==> src/rtl/arb_rr_n.sv <==
// Round-robin arbiter: NUM_PORTS requesters share one registered master port,
// with a watchdog that aborts transactions the slave never completes.
module arb_rr_n #(
  parameter int NUM_PORTS = 4,
  parameter int ADDR_W    = 64,
  parameter int DATA_W    = 64,
  parameter int TIMEOUT   = 256,
  localparam int IDX_W    = $clog2(NUM_PORTS)
) (
  input  logic                          clk,
  input  logic                          reset,
  input  logic [NUM_PORTS*ADDR_W-1:0]   addr_a,
  input  logic [NUM_PORTS*DATA_W-1:0]   dout_a,
  output logic [NUM_PORTS*DATA_W-1:0]   din_a,
  input  logic [NUM_PORTS-1:0]          req_a,
  input  logic [NUM_PORTS-1:0]          wr_a,
  output logic [NUM_PORTS-1:0]          rdy_a,
  output logic [NUM_PORTS-1:0]          err_a,
  output logic [ADDR_W-1:0]             addr_m,
  output logic [DATA_W-1:0]             dout_m,
  input  logic [DATA_W-1:0]             din_m,
  output logic                          req_m,
  output logic                          wr_m,
  input  logic                          rdy_m,
  output logic [IDX_W-1:0]              gnt_id,
  output logic                          busy
);

  localparam int WDOG_W = (TIMEOUT > 0) ? $clog2(TIMEOUT + 1) : 1;

  typedef enum logic {IDLE = 1'b0, BUSY = 1'b1} state_t;

  state_t                 state_q, state_d;
  logic [IDX_W-1:0]       cur_q, cur_d;
  logic [IDX_W-1:0]       last_q, last_d;
  logic                   req_m_q, req_m_d;
  logic                   wr_m_q, wr_m_d;
  logic [ADDR_W-1:0]      addr_m_q, addr_m_d;
  logic [DATA_W-1:0]      dout_m_q, dout_m_d;
  logic [NUM_PORTS-1:0]   err_q, err_d;
  logic [WDOG_W-1:0]      wdog_q, wdog_d;

  logic [IDX_W:0]         cand_sum [NUM_PORTS];
  logic [IDX_W-1:0]       cand_idx [NUM_PORTS];
  logic                   win_found;
  logic [IDX_W-1:0]       win_idx;
  logic                   timeout_hit;

  // cand_idx[gi] is the port at rotating offset gi+1 from the last winner
  for (genvar gi = 0; gi < NUM_PORTS; gi++) begin : g_cand
    assign cand_sum[gi] = {1'b0, last_q} + (IDX_W+1)'(gi + 1);
    assign cand_idx[gi] = (cand_sum[gi] >= (IDX_W+1)'(NUM_PORTS))
                        ? IDX_W'(cand_sum[gi] - (IDX_W+1)'(NUM_PORTS))
                        : IDX_W'(cand_sum[gi]);
  end

  // Scan from lowest priority upward so the nearest requester is written last
  always_comb begin
    win_found = 1'b0;
    win_idx   = '0;
    for (int k = NUM_PORTS - 1; k >= 0; k--) begin
      if (req_a[cand_idx[k]]) begin
        win_found = 1'b1;
        win_idx   = cand_idx[k];
      end
    end
  end

  assign timeout_hit = (TIMEOUT != 0) && (wdog_q == WDOG_W'(TIMEOUT - 1));

  always_comb begin
    state_d  = state_q;
    cur_d    = cur_q;
    last_d   = last_q;
    req_m_d  = req_m_q;
    wr_m_d   = wr_m_q;
    addr_m_d = addr_m_q;
    dout_m_d = dout_m_q;
    err_d    = '0;
    wdog_d   = wdog_q;
    case (state_q)
      IDLE: begin
        if (win_found) begin
          state_d  = BUSY;
          cur_d    = win_idx;
          req_m_d  = 1'b1;
          wr_m_d   = wr_a[win_idx];
          addr_m_d = addr_a[win_idx*ADDR_W +: ADDR_W];
          dout_m_d = dout_a[win_idx*DATA_W +: DATA_W];
          wdog_d   = '0;
        end
      end
      BUSY: begin
        if (rdy_m) begin
          state_d = IDLE;
          req_m_d = 1'b0;
          last_d  = cur_q;
          wdog_d  = '0;
        end else if (timeout_hit) begin
          state_d       = IDLE;
          req_m_d       = 1'b0;
          last_d        = cur_q;
          err_d[cur_q]  = 1'b1;
          wdog_d        = '0;
        end else if (TIMEOUT != 0) begin
          wdog_d = wdog_q + 1'b1;
        end
      end
      default: state_d = IDLE;
    endcase
  end

  always_ff @(posedge clk or posedge reset) begin
    if (reset) begin
      state_q  <= IDLE;
      cur_q    <= '0;
      last_q   <= IDX_W'(NUM_PORTS - 1);
      req_m_q  <= 1'b0;
      wr_m_q   <= 1'b0;
      addr_m_q <= '0;
      dout_m_q <= '0;
      err_q    <= '0;
      wdog_q   <= '0;
    end else begin
      state_q  <= state_d;
      cur_q    <= cur_d;
      last_q   <= last_d;
      req_m_q  <= req_m_d;
      wr_m_q   <= wr_m_d;
      addr_m_q <= addr_m_d;
      dout_m_q <= dout_m_d;
      err_q    <= err_d;
      wdog_q   <= wdog_d;
    end
  end

  assign busy   = (state_q == BUSY);
  assign gnt_id = cur_q;
  assign req_m  = req_m_q;
  assign wr_m   = wr_m_q;
  assign addr_m = addr_m_q;
  assign dout_m = dout_m_q;
  assign err_a  = err_q;

  for (genvar gi = 0; gi < NUM_PORTS; gi++) begin : g_port
    assign rdy_a[gi]                    = rdy_m & busy & (cur_q == IDX_W'(gi));
    assign din_a[gi*DATA_W +: DATA_W]   = din_m;
  end

endmodule

==> config.mk <==
export PLATFORM = sky130hd
export DESIGN_NAME = arb_rr_n
export DESIGN_NICKNAME = d
export VERILOG_FILES = /design/src/rtl/arb_rr_n.sv
export SDC_FILE = /design/constraint.sdc
export NUM_CORES = 1
export LEC_CHECK = 0
export ABC_AREA = 1
export CAP_MARGIN = 20
export CORE_AREA = 2 2 383 385
export DETAILED_ROUTE_END_ITERATION = 6
export DIE_AREA = 0 0 385 387
export PLACE_DENSITY_LB_ADDON = 0.05
export SETUP_SLACK_MARGIN = 0.3
export SLEW_MARGIN = 20
export SYNTH_ARGS = -nofsm -noshare
export SYNTH_HDL_FRONTEND = slang
export SYNTH_SLANG_ARGS = --single-unit
==> constraint.sdc <==
create_clock -name clk -period 6.3 [get_ports clk]
set_clock_uncertainty 0.2 [all_clocks]
set_input_delay 1.26 -clock clk [delete_from_list [all_inputs] [get_ports clk]]
set_output_delay 1.26 -clock clk [all_outputs]
set_load 0.1 [all_outputs]
==> metrics.md, run 1 <==
| Metric | Value |
|---|---|
| Status | `completed` |
| Most common cell after layout, fill and taps aside | `clkdlybuf4s50_1` |
| Cell Rows | `140` |
| Port bufs | `about 660` |
| Critical path arrival | `3.43 ns` |
| Syn avg cell area | `~6.4 µm²` |
| Grt ovf | `0` |
| Final ANT Viol Nets | `0` |
| Die X | `slightly below 400 µm` |
| Worst Setup Path Type | `in2out` |
| RSZ-0062 raised after global routing | `no` |
| Fin area | `between 15000 and 20000 µm²` |
| Setup bufs post-CTS | `0` |
| Delay-heaviest family, CP | `buffers and inverters` |
| Max Fclk | `between 200 and 250 MHz` |
| CTS H-tree depth | `4` |
| # resized after CTS | `0` |
| Core ar. | `around 140000 µm²` |
| Total clock buffers created by CTS | `17` |
| Most used cell, CP | `clkdlybuf4s50_1` |
| NumNets Final | `2877` |
| Area added between synthesis and finish | `58.7%` |
| DR vias/cell | `between 3 and 4` |
| Post-synthesis cell type count | `30` |
| Clk sinks | `approximately 150` |
| Setup TNS Final | `0 ns` |
| PwrDens | `between 600 and 700 nW/µm²` |
| Worst-Margin Slew | `between 1 and 1.5 ns` |
| Final Max Slew Viols | `0` |
| Vias | `13545` |
| Mapped Nets | `between 2000 and 3000` |
| Post-synthesis sequential area ratio | `roughly 30%` |
| Warnings, synthesis | `0` |
| CTS tree | `yes` |
| Largest net degree at the start of global routing | `about 110` |
| Static Leak | `roughly 8.3 nW` |
| Clk slew on worst S/H paths | `~0.07 ns` |
| Initial Util | `under 10%` |
| Normalized max-slew margin | `24.2%` |
| Avg WL per Cell | `about 20 µm` |
| Tcrit/Tclk final | `between 70 and 80%` |
| Placed inst area | `about 19000 µm²` |
| Final Hold Vio Count | `0` |
| Max Cap Viol | `0` |
| Buffers plus inverters on the worst setup path | `2` |
| Crit path largest cell delay | `1.18 ns` |
| Drt total wl | `83400 µm` |
| Worst Hold Class | `reg2reg` |
| Crit-path max FO | `5` |
| GRT Util Overall | `~11%` |
| Maximum vdd drop | `about 0.48 mV` |
| Required time worst endpoint | `4.84 ns` |
| DR iter-0 viols | `~450` |
| Drt pass-1 iters | `4` |
| Post-route DRC | `0` |
| Synthesized flop and latch total | `about 150` |
| Clock Path Buffers | `2` |
| Synth Instances | `a little under 2000` |
| CTS root buf | `clkbuf_16` |
| RePlAce Congestion | `0.760` |
| Crit. End Element | `output port` |
| Cell type with the largest total area after synthesis | `dfrtp_1` |
| CP Launch Type | `input pin` |
| Synth top area cells | `dfrtp_1, nand3_1, nand2_1, buf_4, nor2_1` |
| Cells along the critical path | `clkdlybuf4s50_1 -> nand2_1 -> nor3_1 -> clkdlybuf4s50_1` |
| Vias in the first global route | `between 10000 and 15000` |
| Die area | `between 100000 and 150000 µm²` |
| Yosys top cell area share | `29.1%` |
| Cell Area, Synth | `roughly 13000 µm²` |
| Most frequent cells in the layout | `clkdlybuf4s50_1, nand2_1, nand3_1` |
| CTS Hold Bufs | `0` |
| Detail Placement HPWL | `about 63000 µm` |
| Top Ports | `between 900 and 1000` |
| First-pass GRT wire length | `roughly 120000 µm` |
| Ratio of cells with drive above 1 in the final layout | `about 4.5%` |
| Initial antenna violation count | `36` |
| Worst path slowest cell | `clkdlybuf4s50_1` |
| Tmin final | `slightly below 5 ns` |
| Die Span Y | `387 µm` |
| Clock latency on the worst-skew pair | `0.51 ns` |
| Final setup fails | `0` |
## synth_stat cells, drive strengths merged
master / number
nand4: 2
dfrtp: 146
nand2: 569
a21oi: 4
dfstp: 2
or2: 67
nor3: 11
o21ai: 11
a31oi: 1
ha: 1
xor2: 2
nand3: 451
a21boi: 1
buf: 363
nor2: 213
clkbuf: 18
inv: 96
## layout make-up
| cell class | count | area (µm²) |
|---|---|---|
| Multi-Input combinational cell | 1333 | 5870 |
| Tap cell | 1917 | 2400 |
| Sequential cell | 148 | 3710 |
| Antenna cell | 4 | 10.0 |
| Timing Repair Buffer | 693 | 6940 |
| Fill cell | 16769 | 125000 |
| Clock buffer | 19 | 453 |
| Inverter | 96 | 378 |
| Clock inverter | 13 | 146 |
## cells by family (layout without fill, tap and decap cells)
family / count (synthesis) / after routing / synth area share (%)
xor+xnor: 2 / 2 / 0.140
buf+inv: 477 / 821 / 23.9
flops: 148 / 148 / 29.5
compound gates: 17 / 17 / 0.708
fa+ha+maj: 1 / 1 / 0.0997
other cells: 0 / 4 / 0
simple gates: 1313 / 1313 / 45.6
## metal layers
| layer | wire, µm | global-route usage (%) |
|---|---|---|
| met5 | 425 | 0 |
| met4 | 1860 | 3.27 |
| met3 | 8340 | 5.33 |
| met2 | 40100 | 18.8 |
| met1 | 32700 | 11.8 |
## worst paths after layout
check / start / end / slack [ns] / cells after the start
max: rdy_m / rdy_a[1] / 1.41 / 4
min: dout_m[24] / dout_m[24] / 0.28 / 2
max reg2reg: last_q[0] / dout_m[15] / 2.64 / 15
min reg2reg: dout_m[24] / dout_m[24] / 0.28 / 2
max in group asynchronous: reset / addr_m[18] / 3.90 / 3
min in group asynchronous: reset / addr_m[29] / 1.02 / 2
## worst min-delay path, stage by stage (launching register included)
cell     delay (ns)
dfrtp_1        0.34
nand2_1        0.05
nand2_1        0.05
## flip-flops by register name, indices dropped and copies added (netlist names)
| signal | flops |
|---|---|
| req_m | 1 |
| last_q | 2 |
| addr_m | 64 |
| wdog_q | 9 |
| dout_m | 64 |
| wr_m | 1 |
| gnt_id | 2 |
| err_a | 4 |
| busy | 1 |
## per-stage QoR
step	cells	util, %	worst slack (ns)	total power [W]	hold WS, ns
finish	4223	13.7	1.41	0.0138	0.281
global route	4220	13.7	1.26	0.0151	0.304
CTS	4219	13.7	1.43	0.0144	0.286
detailed placement	4187	13.3	1.43	0.0131	0.265
global placement	4186	13.3	1.46	0.0131	0.264
floorplan	1958	-	0.864	0.0100	0.286
## report_power, final
| group | total [W] | switching (W) | leakage [nW] | internal [W] |
|---|---|---|---|---|
| Combinational | 0.0109 | 0.00816 | 6.29 | 0.00276 |
| Clock | 0.00117 | 0.000560 | 0.290 | 0.000609 |
| Sequential | 0.00172 | 0.000267 | 1.75 | 0.00145 |
Power figures use the tool's default switching activity.
==> run 2: changes to the inputs <==
==> constraint.sdc (replaced) <==
create_clock -name clk -period 4.93 [get_ports clk]
set_clock_uncertainty 0.2 [all_clocks]
set_input_delay 0.986 -clock clk [delete_from_list [all_inputs] [get_ports clk]]
set_output_delay 0.986 -clock clk [all_outputs]
set_load 0.1 [all_outputs]
==> run 2 against run 1 <==
Worst setup slack lost 0.063 ns; core utilization grew 0.073 points; routed wire length grew 0.72%; critical path depth is the same; sequential power grew 28%; cell count is essentially flat; largest power group unchanged.
==> metrics.md, run 2 (same netlist as run 1, synthesis figures left out) <==
| Metric | Value |
|---|---|
| Status | `completed` |
| Tmin final | `roughly 3.6 ns` |
| Drt total wl | `84000 µm` |
| Core ar. | `between 100000 and 150000 µm²` |
| Post-route DRC | `0` |
| Tcrit/Tclk final | `between 70% and 80%` |
| Final Max Slew Viols | `0` |
| Worst Hold Class | `reg2reg` |
| Normalized max-slew margin | `23.4%` |
| Die area | `around 150000 µm²` |
| RSZ-0062 raised after global routing | `no` |
| Detail Placement HPWL | `approximately 63000 µm` |
| # resized after CTS | `0` |
| Worst-Margin Slew | `about 1.1 ns` |
| Critical path arrival | `2.40 ns` |
| Vias in the first global route | `14410` |
| Final Hold Vio Count | `0` |
| Placed inst area | `19400 µm²` |
| First-pass GRT wire length | `about 120000 µm` |
| CTS H-tree depth | `4` |
| Clock Path Buffers | `2` |
| DR vias/cell | `roughly 3.2` |
| Vias | `~14000` |
| Fin area | `roughly 20000 µm²` |
| CTS tree | `yes` |
| DR iter-0 viols | `between 400 and 500` |
| Die X | `between 300 and 400 µm` |
| Final non-filler cell total | `roughly 4200` |
| Most common cell after layout, fill and taps aside | `clkdlybuf4s50_1` |
| Total clock buffers created by CTS | `17` |
| NumNets Final | `between 2000 and 3000` |
| Initial Util | `about 8.7%` |
| CTS root buf | `clkbuf_16` |
| Clk slew on worst S/H paths | `approximately 0.080 ns` |
| Area added between synthesis and finish | `59.6%` |
| Crit-path max FO | `5` |
| Cell Rows | `140` |
| Final setup fails | `0` |
| Grt ovf | `0` |
| Tot Pwr | `0.0178 W` |
| Crit. End Element | `output port` |
| Top Ports | `between 900 and 1000` |
| Initial antenna violation count | `26` |
| Clk sinks | `roughly 150` |
| Static Leak | `8.38 nW` |
| Multi-input gate area | `5870 µm²` |
| Worst Setup Path Type | `in2out` |
| Port bufs | `roughly 660` |
| RePlAce Congestion | `a little under 0.8` |
| Maximum vdd drop | `about 0.86 mV` |
| Die Span Y | `between 300 and 400 µm` |
| Ratio of cells with drive above 1 in the final layout | `around 4.6%` |
| Clock latency on the worst-skew pair | `around 0.53 ns` |
| Dpl cells | `around 4200` |
| GRT Util Overall | `between 10 and 15%` |
| Most frequent cells in the layout | `clkdlybuf4s50_1, nand2_1, nand3_1` |
| CP Launch Type | `input pin` |
| CTS Hold Bufs | `0` |
| Worst hold slack | `about 0.28 ns` |
| Setup TNS Final | `0 ns` |
| Filler cells | `roughly 17000` |
| Max Fclk | `279 MHz` |
| Setup bufs post-CTS | `0` |
| PwrDens | `~890 nW/µm²` |
| Final ANT Viol Nets | `0` |
| Max Cap Viol | `0` |
| Largest net degree at the start of global routing | `about 120` |
| Reg2Reg Setup Slack | `~1.8 ns` |
| Drt pass-1 iters | `4` |
| Avg WL per Cell | `19.9 µm` |
| Required time worst endpoint | `~3.7 ns` |
| Register area | `3710 µm²` |
## run 2: layout make-up
cell class / instances / share of cell area [%]
multi-input combinational: 1333 / 29.3
antenna: 6 / 0.0750
clock inverter: 12 / 0.719
tap: 1917 / 12.0
timing repair buffer: 695 / 35.2
inverter: 96 / 1.87
clock buffer: 20 / 2.33
sequential: 148 / 18.5
## run 2: per-stage QoR
| stage | worst slack (ns) | utilization (%) |
|---|---|---|
| final | 1.34 | 13.8 |
| after global routing | 1.11 | 13.8 |
| after CTS | 1.29 | 13.8 |
| after detailed placement | 0.701 | 13.4 |
| after global placement | 0.627 | 13.4 |
| after floorplan | 0.418 | - |
## run 2: worst max-delay path: stages
cell             delay [ns]
clkdlybuf4s50_1        0.55
nand2_1                0.28
nor3_1                 0.24
buf_4                  0.33
## run 2: path summary, 6_finish.rpt
path | start | end | cells past startpoint
min | dout_m[22] | dout_m[22] | 2
max reg2reg | last_q[0] | addr_m[57] | 14
min in group asynchronous | reset | dout_m[61] | 2
max in group asynchronous | reset | addr_m[63] | 3
max | rdy_m | rdy_a[0] | 4
min reg2reg | dout_m[22] | dout_m[22] | 2
## run 2: power by group
part	switching, W	internal [W]	total [W]
logic	0.0104	0.00360	0.0140
registers	0.000355	0.00186	0.00221
clock network	0.000755	0.000796	0.00155
total	0.0115	0.00626	0.0178
## run 2: metal layers
| metal | vias to the layer above | global-route usage (%) | wire [µm] |
|---|---|---|---|
| met4 | 40 | 3.76 | 2260 |
| met5 | - | 0 | 260 |
| met1 | 6282 | 12.5 | 34300 |
| li1 | 6592 | - | - |
| met3 | 144 | 5.02 | 8020 |
| met2 | 539 | 18.1 | 39100 |
==> run 3: changes to the inputs <==
==> constraint.sdc (replaced) <==
create_clock -name clk -period 3.65 [get_ports clk]
set_clock_uncertainty 0.2 [all_clocks]
set_input_delay 0.73 -clock clk [delete_from_list [all_inputs] [get_ports clk]]
set_output_delay 0.73 -clock clk [all_outputs]
set_load 0.1 [all_outputs]
==> run 3 against run 2 <==
Core utilization is 0.081 points higher; hold slack better by 0.00077 ns; final area is 0.59% higher; first-iteration DRC count is 33% higher; die area stayed put; sequential power is 38% higher; routed wire length is 1.6% higher; power is 39% higher; highest routed layer unchanged.
==> metrics.md, run 3 (same netlist as run 1, synthesis figures left out) <==
| Metric | Value |
|---|---|
| Reg2Reg Setup Slack | `~0.89 ns` |
| Clock Path Buffers | `2` |
| Comb power frac | `about four fifths` |
| First-pass GRT wire length | `117000 µm` |
| Maximum vdd drop | `just over 0.9 mV` |
| Detail Placement HPWL | `66200 µm` |
| Switching part of the total power | `~64%` |
| Clk pwr share | `under 10%` |
| Port bufs | `663` |
| Normalized max-slew margin | `between 40 and 50%` |
| Die Span Y | `about 390 µm` |
| Vias in the first global route | `between 10000 and 15000` |
| Max Cap Viol | `0` |
| Setup bufs post-CTS | `0` |
| CTS root buf | `clkbuf_16` |
| Worst setup margin | `approximately 0.55 ns` |
| CTS H-tree depth | `4` |
| Post-route DRC | `0` |
| Seq pwr share | `12.4%` |
| Drt pass-1 iters | `5` |
| Top Ports | `984` |
| Cells on Worst Hold Path | `2` |
| Initial antenna violation count | `31` |
| Final ANT Viol Nets | `0` |
| Dpl ws | `~0.18 ns` |
| Most frequent cells in the layout | `nand2_1, clkdlybuf4s50_1, nand3_1` |
| PwrDens | `between 1000 and 1500 nW/µm²` |
| Static Leak | `roughly 8.7 nW` |
| Filler cells | `16825` |
| Crit-path max FO | `5` |
| NumNets Final | `slightly below 3000` |
| Initial Util | `around 8.7%` |
| DR vias/cell | `3.24` |
| Largest net degree at the start of global routing | `84` |
| Setup TNS Final | `0 ns` |
| Clock latency on the worst-skew pair | `approximately 0.54 ns` |
| # resized after CTS | `0` |
| Ratio of cells with drive above 1 in the final layout | `11.8%` |
| Avg WL per Cell | `approximately 20 µm` |
| GRT Util Overall | `11.2%` |
| Drt total wl | `about 85000 µm` |
| Hold endpoint | `addr_m[17]` |
| Status | `completed` |
| Most common cell after layout, fill and taps aside | `nand2_1` |
| Final setup fails | `0` |
| Cell Rows | `140` |
| Internal | `0.00879 W` |
| Tcrit/Tclk final | `85.0%` |
| Die X | `385 µm` |
| Worst Hold Class | `reg2reg` |
| Required time worst endpoint | `2.72 ns` |
| Die area | `between 100000 and 150000 µm²` |
| Tmin final | `3.10 ns` |
| Critical path arrival | `2.17 ns` |
| R2R Path Start | `last_q[0]` |
| Final Hold Vio Count | `0` |
| CTS Hold Bufs | `0` |
| Total clock buffers created by CTS | `17` |
| Switching power total | `approximately 0.016 W` |
| Max Fclk | `between 300 and 400 MHz` |
| Clk slew on worst S/H paths | `~0.08 ns` |
| Area added between synthesis and finish | `60.5%` |
| Clk sinks | `approximately 150` |
| CTS tree | `yes` |
| Vias | `13817` |
| Worst reg-to-reg path cell count | `15` |
| RSZ-0062 raised after global routing | `no` |
| Final Max Slew Viols | `0` |
| Grt ovf | `0` |
| Hold path start | `addr_m[17]` |
| Critical R2R Capture | `addr_m[54]` |
| Worst-Margin Slew | `between 0.8 and 0.9 ns` |
| Worst Setup Path Type | `in2out` |
| RePlAce Congestion | `0.749` |
| Crit. End Element | `output port` |
| CP Launch Type | `input pin` |
| Core ar. | `145000 µm²` |
| DR iter-0 viols | `644` |
## run 3: layer usage
layer  share of wire, %  global-route usage [%]  wire (µm)  vias up
li1                   -                       -          -     6664
met1                 41                    13.1      35300     6386
met2                 47                    18.3      39800      560
met3                9.1                    4.80       7740      161
met4                2.7                    3.82       2260       46
met5               0.36                       0        308        -
## run 3: worst max-delay path, cell delays in order
cell and delay (ns):
clkdlybuf4s50_1 0.58, nand2_1 0.25, nor3_1 0.37, buf_12 0.23
## run 3: final cells by class
cell class	instances	area (µm²)	area share [%]
timing repair buffer	728	7200	35.8
multi-input combinational	1333	5870	29.2
sequential	148	3710	18.4
tap	1917	2400	11.9
clock buffer	17	425	2.11
inverter	96	374	1.86
clock inverter	15	143	0.709
antenna	6	15.0	0.0746
## run 3: worst max-delay path by stage
stage	from	endpoint
3_3_place_gp	req_a[2]	addr_m[54]
4_1_cts	rdy_m	rdy_a[2]
5_1_grt	rdy_m	rdy_a[2]
2_1_floorplan	gnt_id[0]	rdy_a[3]
6_report	rdy_m	rdy_a[2]
3_5_place_dp	req_a[2]	addr_m[54]
## run 3: metrics by stage
| step | power, W | utilization [%] | hold WS [ns] | instances | area, µm² |
|---|---|---|---|---|---|
| floorplan | 0.0173 | - | 0.286 | 1958 | 12500 |
| global placement | 0.0236 | 13.5 | 0.272 | 4222 | 19500 |
| detailed placement | 0.0235 | 13.5 | 0.269 | 4222 | 19500 |
| CTS | 0.0256 | 13.9 | 0.290 | 4254 | 20100 |
| global route | 0.0268 | 13.9 | 0.306 | 4256 | 20100 |
| finish | 0.0247 | 13.9 | 0.283 | 4260 | 20100 |
## run 3: power by group through the flow
stage	sequential, W	clock, W	combinational, W
floorplan	0.00824	0	0.00910
global placement	0.00312	0	0.0205
detailed placement	0.00311	0	0.0203
CTS	0.00310	0.00217	0.0204
global route	0.00319	0.00219	0.0214
finish	0.00306	0.00197	0.0196
